$ cat src/rtl/pong_game_ctrl_if.sv
// Signal bundle between the pong game controller and the pixel datapath / front panel.
interface pong_game_ctrl_if;
    // No valid/ready here: frame_tick, hit and miss are one-clk pulses sampled on every clk edge,
    // start is a level, and every controller output is a level that is valid on every cycle.
    logic        frame_tick;
    logic        start;
    logic        hit;
    logic        miss;
    logic        ball_hold;
    logic        play_en;
    logic [3:0]  ball_speed;
    logic [15:0] score;
    logic [1:0]  lives;
    logic        game_over;
    logic [1:0]  state;

    modport master (
        output frame_tick, start, hit, miss,
        input  ball_hold, play_en, ball_speed, score, lives, game_over, state
    );

    modport slave (
        input  frame_tick, start, hit, miss,
        output ball_hold, play_en, ball_speed, score, lives, game_over, state
    );
endinterface

$ cat src/rtl/pong_game_ctrl.sv
// Game-phase sequencer for the paddle/ball datapath: serve/over frame delays, score, lives and speed level.
module pong_game_ctrl #(
    parameter int LIVES          = 3,
    parameter int SERVE_FRAMES   = 60,
    parameter int OVER_FRAMES    = 120,
    parameter int HITS_PER_LEVEL = 5,
    parameter int MAX_LEVEL      = 3,
    parameter int BASE_SPEED     = 2
) (
    input  logic           clk,
    input  logic           reset,
    pong_game_ctrl_if.slave bus
);
    typedef enum logic [1:0] {IDLE = 2'd0, SERVE = 2'd1, PLAY = 2'd2, OVER = 2'd3} state_t;

    localparam logic [7:0] SERVE_LAST = 8'(SERVE_FRAMES - 1);
    localparam logic [7:0] OVER_LAST  = 8'(OVER_FRAMES - 1);
    localparam logic [3:0] HIT_LAST   = 4'(HITS_PER_LEVEL - 1);
    localparam logic [2:0] LEVEL_TOP  = 3'(MAX_LEVEL);

    state_t      state_q, state_d;
    logic [7:0]  frame_q, frame_d;
    logic [2:0]  level_q, level_d;
    logic [3:0]  hit_q, hit_d;
    logic [15:0] score_q, score_d;
    logic [1:0]  lives_q, lives_d;
    logic        start_q;
    logic        start_rise;

    assign start_rise = bus.start & ~start_q;

    always_ff @(posedge clk or posedge reset) begin
        if (reset) begin
            state_q <= IDLE;
            frame_q <= '0;
            level_q <= '0;
            hit_q   <= '0;
            score_q <= '0;
            lives_q <= '0;
            start_q <= 1'b0;
        end else begin
            state_q <= state_d;
            frame_q <= frame_d;
            level_q <= level_d;
            hit_q   <= hit_d;
            score_q <= score_d;
            lives_q <= lives_d;
            start_q <= bus.start;
        end
    end

    always_comb begin
        state_d = state_q;
        frame_d = frame_q;
        level_d = level_q;
        hit_d   = hit_q;
        score_d = score_q;
        lives_d = lives_q;
        case (state_q)
            IDLE: begin
                frame_d = '0;
                if (start_rise) begin
                    state_d = SERVE;
                    lives_d = 2'(LIVES);
                    score_d = '0;
                    level_d = '0;
                    hit_d   = '0;
                end
            end
            SERVE: begin
                if (bus.frame_tick) begin
                    if (frame_q == SERVE_LAST) begin
                        state_d = PLAY;
                        frame_d = '0;
                    end else begin
                        frame_d = frame_q + 8'd1;
                    end
                end
            end
            PLAY: begin
                frame_d = '0;
                // A miss in the same cycle as a hit discards the hit.
                if (bus.miss) begin
                    lives_d = lives_q - 2'd1;
                    level_d = '0;
                    hit_d   = '0;
                    state_d = (lives_q == 2'd1) ? OVER : SERVE;
                end else if (bus.hit) begin
                    if (score_q != 16'hFFFF) score_d = score_q + 16'd1;
                    if (hit_q == HIT_LAST) begin
                        hit_d = '0;
                        if (level_q != LEVEL_TOP) level_d = level_q + 3'd1;
                    end else begin
                        hit_d = hit_q + 4'd1;
                    end
                end
            end
            OVER: begin
                if (bus.frame_tick) begin
                    if (frame_q == OVER_LAST) begin
                        state_d = IDLE;
                        frame_d = '0;
                    end else begin
                        frame_d = frame_q + 8'd1;
                    end
                end
            end
            default: state_d = IDLE;
        endcase
    end

    assign bus.state      = state_q;
    assign bus.ball_hold  = (state_q != PLAY);
    assign bus.play_en    = (state_q == PLAY);
    assign bus.game_over  = (state_q == OVER);
    assign bus.ball_speed = 4'(BASE_SPEED) + {1'b0, level_q};
    assign bus.score      = score_q;
    assign bus.lives      = lives_q;
endmodule
$ cat src/flat_wrapper.sv
// flat-port wrapper written by rule: the top's interface ports become plain ports
module pong_game_ctrl_flat 
#(
    parameter int LIVES          = 3,
    parameter int SERVE_FRAMES   = 60,
    parameter int OVER_FRAMES    = 120,
    parameter int HITS_PER_LEVEL = 5,
    parameter int MAX_LEVEL      = 3,
    parameter int BASE_SPEED     = 2
)
  (clk, reset, bus_frame_tick, bus_start, bus_hit, bus_miss, bus_ball_hold, bus_play_en, bus_ball_speed, bus_score, bus_lives, bus_game_over, bus_state);
  pong_game_ctrl_if bus_i ();
  input  logic clk;
  input  logic reset;
  input wire logic [$bits(bus_i.frame_tick)-1:0] bus_frame_tick;
  input wire logic [$bits(bus_i.start)-1:0] bus_start;
  input wire logic [$bits(bus_i.hit)-1:0] bus_hit;
  input wire logic [$bits(bus_i.miss)-1:0] bus_miss;
  output wire logic [$bits(bus_i.ball_hold)-1:0] bus_ball_hold;
  output wire logic [$bits(bus_i.play_en)-1:0] bus_play_en;
  output wire logic [$bits(bus_i.ball_speed)-1:0] bus_ball_speed;
  output wire logic [$bits(bus_i.score)-1:0] bus_score;
  output wire logic [$bits(bus_i.lives)-1:0] bus_lives;
  output wire logic [$bits(bus_i.game_over)-1:0] bus_game_over;
  output wire logic [$bits(bus_i.state)-1:0] bus_state;
  assign bus_i.frame_tick = bus_frame_tick;
  assign bus_i.start = bus_start;
  assign bus_i.hit = bus_hit;
  assign bus_i.miss = bus_miss;
  assign bus_ball_hold = bus_i.ball_hold;
  assign bus_play_en = bus_i.play_en;
  assign bus_ball_speed = bus_i.ball_speed;
  assign bus_score = bus_i.score;
  assign bus_lives = bus_i.lives;
  assign bus_game_over = bus_i.game_over;
  assign bus_state = bus_i.state;
  pong_game_ctrl #(.LIVES(LIVES), .SERVE_FRAMES(SERVE_FRAMES), .OVER_FRAMES(OVER_FRAMES), .HITS_PER_LEVEL(HITS_PER_LEVEL), .MAX_LEVEL(MAX_LEVEL), .BASE_SPEED(BASE_SPEED)) u_core (.clk(clk), .reset(reset), .bus(bus_i));
endmodule
$ cat config.mk
export PLATFORM = sky130hd
export DESIGN_NAME = pong_game_ctrl_flat
export DESIGN_NICKNAME = d
export VERILOG_FILES = /design/src/rtl/pong_game_ctrl_if.sv /design/src/rtl/pong_game_ctrl.sv /design/src/flat_wrapper.sv
export SDC_FILE = /design/constraint.sdc
export NUM_CORES = 1
export LEC_CHECK = 0
export BUFFER_PORTS_ARGS = -buffer_cell sky130_fd_sc_hd__buf_2
export CORE_ASPECT_RATIO = 1.1
export CORE_MARGIN = 5
export CORE_UTILIZATION = 55
export CTS_BUF_LIST = sky130_fd_sc_hd__clkbuf_16
export CTS_CLUSTER_SIZE = 12
export DETAILED_ROUTE_END_ITERATION = 8
export GPL_TIMING_DRIVEN = 0
export PLACE_DENSITY = 0.77
export SKIP_LAST_GASP = 1
export SLEW_MARGIN = 40
export SYNTH_ARGS = -nofsm -noshare
export SYNTH_HDL_FRONTEND = slang
export SYNTH_SLANG_ARGS = --single-unit
$ cat constraint.sdc
create_clock -name clk -period 3.7 [get_ports clk]
set_input_delay 0.925 -clock clk [delete_from_list [all_inputs] [get_ports clk]]
set_output_delay 0.925 -clock clk [all_outputs]
set_load 0.05 [all_outputs]
Word level (Yosys, flattened, before mapping)
Cells that the tools add are included.
- equality and inequality tests: 22
- reductions and logical operators: 9
- bitwise operators: 2
- $add $sub $neg: 6
- muxes and demuxes: 32
- operator list (kind ; number):
    2-to-1 mux 16 bit ; 4
    2-to-1 mux 8 bit ; 4
    one-hot mux 16 bit (2 select lines) ; 1
    one-hot mux 8 bit (3 select lines) ; 1
    2-to-1 mux 2 bit ; 9
    adder 16 x 1 -> 16 bit, second input constant ; 1
    2-to-1 mux 4 bit ; 4
    inequality test 16 bit, second input constant ; 1
    2-to-1 mux 3 bit ; 5
    inequality test 2 bit, second input constant ; 6
    AND reduction 5 bit ; 2
    inequality test 3 x 2 -> 1 bit, second input constant ; 3
    adder 8 x 1 -> 8 bit, second input constant ; 1
    equality test 8 x 6 -> 1 bit, second input constant ; 1
    equality test 8 x 7 -> 1 bit, second input constant ; 1
    inequality test 2 x 1 -> 1 bit, second input constant ; 4
    one-hot mux 2 bit (4 select lines) ; 1
    one-hot mux 4 bit (2 select lines) ; 1
    one-hot mux 3 bit (2 select lines) ; 1
    AND reduction 3 bit ; 2
    AND reduction 6 bit ; 1
    adder 2 x 3 -> 4 bit, first input constant ; 1
    adder 4 x 1 -> 4 bit, second input constant ; 1
    equality test 2 x 1 -> 1 bit, second input constant ; 2
    other kinds (12) ; 13
- word-level logic and storage cells: 78
- flip-flop bits (word level): 36
- output and inout bits: 27
- input bits: 6

Logic depth before layout (Yosys ltp)
- depth after elaboration: 6
- mapped depth: 7
- gate-level depth less buffers: 7

Least setup slack after synthesis
OpenSTA, ideal clock, no wires.
- path kind: reg2out
- start: register u_core.state_q[0], in the netlist u_core.bus.state[0]
- end: output bus_ball_hold
- arrival: 1.644 ns
- setup slack: 1.131 ns
- path buffers: 2
- cell stages (with the launch flop): 4
- cell sequence: dfrtp_1 buf_2 nand2b_1 clkbuf_1
- cells in the longest elaborated chain, start to end: 1
- ends and longest elaborated chain (item ; RTL line ; source):
    start: declaration ; pong_game_ctrl.sv:21 ; state_t state_q, state_d;
    start signal: assignment ; pong_game_ctrl.sv:42 ; state_q <= state_d;
    inequality test 2 bit ; pong_game_ctrl.sv:113 ; assign bus.ball_hold = (state_q != PLAY);
    end: declaration ; flat_wrapper.sv:19 ; output wire logic [$bits(bus_i.ball_hold)-1:0] bus_ball_hold;
Every way passes these cells.

Worst setup path after layout
Ends and elaborated chain as after synthesis.

==> summary.md <==
| Metric | Value |
|---|---|
| Total negative slack | `0 ns` |
| Slew @ Worst Pin | `approximately 0.66 ns` |
| Top FF cell, synth | `dfrtp_1` |
| Clock Sink Count | `36` |
| First-pass GRT wire length | `7590 um` |
| Crit Path Class | `reg -> out` |
| Root buf cell | `clkbuf_16` |
| Placed cell area | `0.00222 mm2` |
| Worst-Skew Late Latency | `0.27 ns` |
| Crit path capture type | `output pin` |
| Final Max Slew Viols | `0` |
| Placed cell count | `301` |
| Finished Layout Cells | `309` |
| Final Setup Violations | `0` |
| Routability cong. | `around 0.86` |
| Number of hold buffers added after CTS | `0` |
| Crit path largest cell delay | `0.43 ns` |
| Vias in the first global route | `1709` |
| Critical Path Start Type | `flop` |
| First-pass DRT Iterations | `4` |
| Seq/Total Area, Yosys | `45.2%` |
| Most used cell, CP | `buf_2` |
| Yosys Warn Count | `0` |
| Cells after Synth | `219` |
| Core area | `0.00357 mm2` |
| Drc violations | `0` |
| Max Clk Rate | `between 300 and 400 MHz` |
| Share of layout cells above drive strength 1 | `20.5%` |
| Synth unique cells | `45` |
| CTS tree | `built` |
| P_leak | `0.00113 uW` |
| Worst min-delay path class | `reg -> reg` |
| Initial Utilization | `between 50 and 60%` |
| 1st-iter DRT viols | `65` |
| # diodes | `0` |
| Drt total wl | `4390 um` |
| Period utilization | `around 74%` |
| Worst EP arrival | `roughly 1.8 ns` |
| Vias post-DR | `1703` |
| Final net count | `272` |
| Final Skew | `between 0.004 and 0.005 ns` |
| FP Rows | `23` |
| IO Pins | `33` |
| Routed len/inst | `14.2 um` |
| RSZ-0062 raised after global routing | `no` |
| Crit-path slowest cell | `clkbuf_1` |
| Die H | `73.1 um` |
| VDD IR-drop max | `slightly above 0.4 mV` |
| Final Cell Area | `0.00235 mm2` |
| Syn nets | `approximately 230` |
| Cell area power density | `about 420 mW/mm2` |
| Critical Path RT | `2.77 ns` |
| Port Buffers | `32` |
| Detail Route Antenna Nets | `0` |
| Setup WS post-layout | `0.977 ns` |
| Vias/cell | `5.51` |
| Slew margin rel. | `55.7%` |
| Syn Area/Cell | `9.10 um2` |
| Largest net degree at the start of global routing | `37` |
| Grt total ovfl | `0` |
| Initial antenna violation count | `0` |
| # resized after CTS | `0` |
| DP HPWL | `3160 um` |
| Final hold violations | `0` |
| Pre-CTS setup slack | `1.19 ns` |
| Number of flops mapped to enable cells by yosys | `0` |
| FF+latch count, synth | `36` |
| Max H-tree Level | `2` |
| CP Max Fanout | `10` |
| Status | `completed` |
| GRT Overall Usage | `between 20% and 30%` |
| Cell Chain, Critical Path | `buf_2 > nand2b_1 > clkbuf_1 > buf_2` |
| Die W | `67.4 um` |
| Final core occ | `66.0%` |
| Min Tclk post-route | `~2.7 ns` |
| Asr flop ratio synth | `100%` |
| Die ar. | `0.00493 mm2` |
| Area growth from synthesis to layout | `18.1%` |
| CTS Buf Count | `5` |
| Post-CTS Setup Inserts | `0` |
| Clock slew at reported path FFs | `0.05 ns` |
| MaxCap Viol Count | `0` |
| CTS Buffer Depth | `2` |
| Mapped cell area | `0.00199 mm2` |
## worst paths after layout
check	slack, ns	end	cells past startpoint	start
setup / recovery	0.98	bus_ball_hold	4	u_core.bus.state[0]
hold / removal	0.49	u_core.hit_q[3]	1	u_core.hit_q[3]
setup reg to reg	1.57	u_core.bus.score[6]	7	u_core.bus.score[0]
hold reg to reg	0.49	u_core.hit_q[3]	1	u_core.hit_q[3]
max in group asynchronous	2.63	u_core.bus.state[0]	2	reset
min in group asynchronous	0.70	u_core.frame_q[1]	2	reset
## layout make-up
type                       instances  area (um2)
buffer                             8        51.3
clock buffer                       5         125
clock inverter                     3        11.3
fill                             333        1210
inverter                          13        50.0
multi-input combinational        162         992
sequential                        36         901
tap                               50        62.6
timing repair buffer              32         160
## flip-flops by register name (all words and copies together), names as in the netlist
signal            cells
u_core.start_q        1
u_core.bus.lives      2
u_core.bus.state      2
u_core.level_q        3
u_core.frame_q        8
u_core.hit_q          4
u_core.bus.score     16
## through the flow
step | hold slack (ns) | total power (uW)
final | 0.493 | 997
after global routing | 0.513 | 1050
after CTS | 0.488 | 1010
after detailed placement | 0.474 | 617
after global placement | 0.478 | 610
after floorplan | 0.445 | 577
## per-layer routing
| metal | share of wire [%] | global-route usage, % |
|---|---|---|
| met1 | 44 | 25.4 |
| met2 | 50 | 33.6 |
| met3 | 4.0 | 5.70 |
| met4 | 1.2 | 6.53 |
| met5 | 0 | 0 |
## cell usage in the layout, fill, tap and decap left out, types with 5 or more instances in the layout
cell       Yosys  layout
dfrtp_1       36      36
buf_2          2      34
nand2_1       26      26
nor2_1        19      19
o21ai_0       17      17
inv_1         13      14
nand4_1       10      10
nand3_1       10      10
a21oi_1        8       8
ha_1           8       8
nand2b_1       6       6
o21ai_1        5       5
o31ai_1        5       5
xor2_1         5       5
clkbuf_16      0       5
## worst max-delay path, delay by kind of cell (launching register included)
family | cells | cell delay [ns]
buffers and inverters | 3 | 1.00
flip-flops | 1 | 0.34
AND/OR/NAND/NOR | 1 | 0.18
## cells by family (layout without fill, tap and decap cells)
family,after synthesis,count (layout),share of synthesized area [%]
and+or+nand+nor,96,96,25.7
AOI/OAI and AO/OA,49,49,14.9
muxes,3,3,1.51
xor gates and xnor gates,6,6,2.64
adders and majority gates,8,8,5.02
DFF,36,36,45.2
buffers and inverters,21,61,5.02
## cell usage after synthesis (4+ instances only)
cell type / count / area (um2)
nand2_1: 26 / 97.6
nor2_1: 19 / 71.3
inv_1: 13 / 48.8
o21ai_1: 5 / 25.0
nand3_1: 10 / 50.1
a31oi_1: 4 / 25.0
nand4_1: 10 / 62.6
a21oi_1: 8 / 40.0
nand2b_1: 6 / 37.5
dfrtp_1: 36 / 901
o31ai_1: 5 / 37.5
ha_1: 8 / 100
o21ai_0: 17 / 85.1
xor2_1: 5 / 43.8
## power breakdown
group / switching [uW] / total, uW / internal, uW / leakage [uW]
Clock: 147 / 389 / 242 / 0.0000738
Sequential: 37.2 / 461 / 424 / 0.000481
Combinational: 97.6 / 148 / 50.1 / 0.000578
Total: 282 / 997 / 716 / 0.00113
Note: power is estimated with default switching activity, not from simulation.
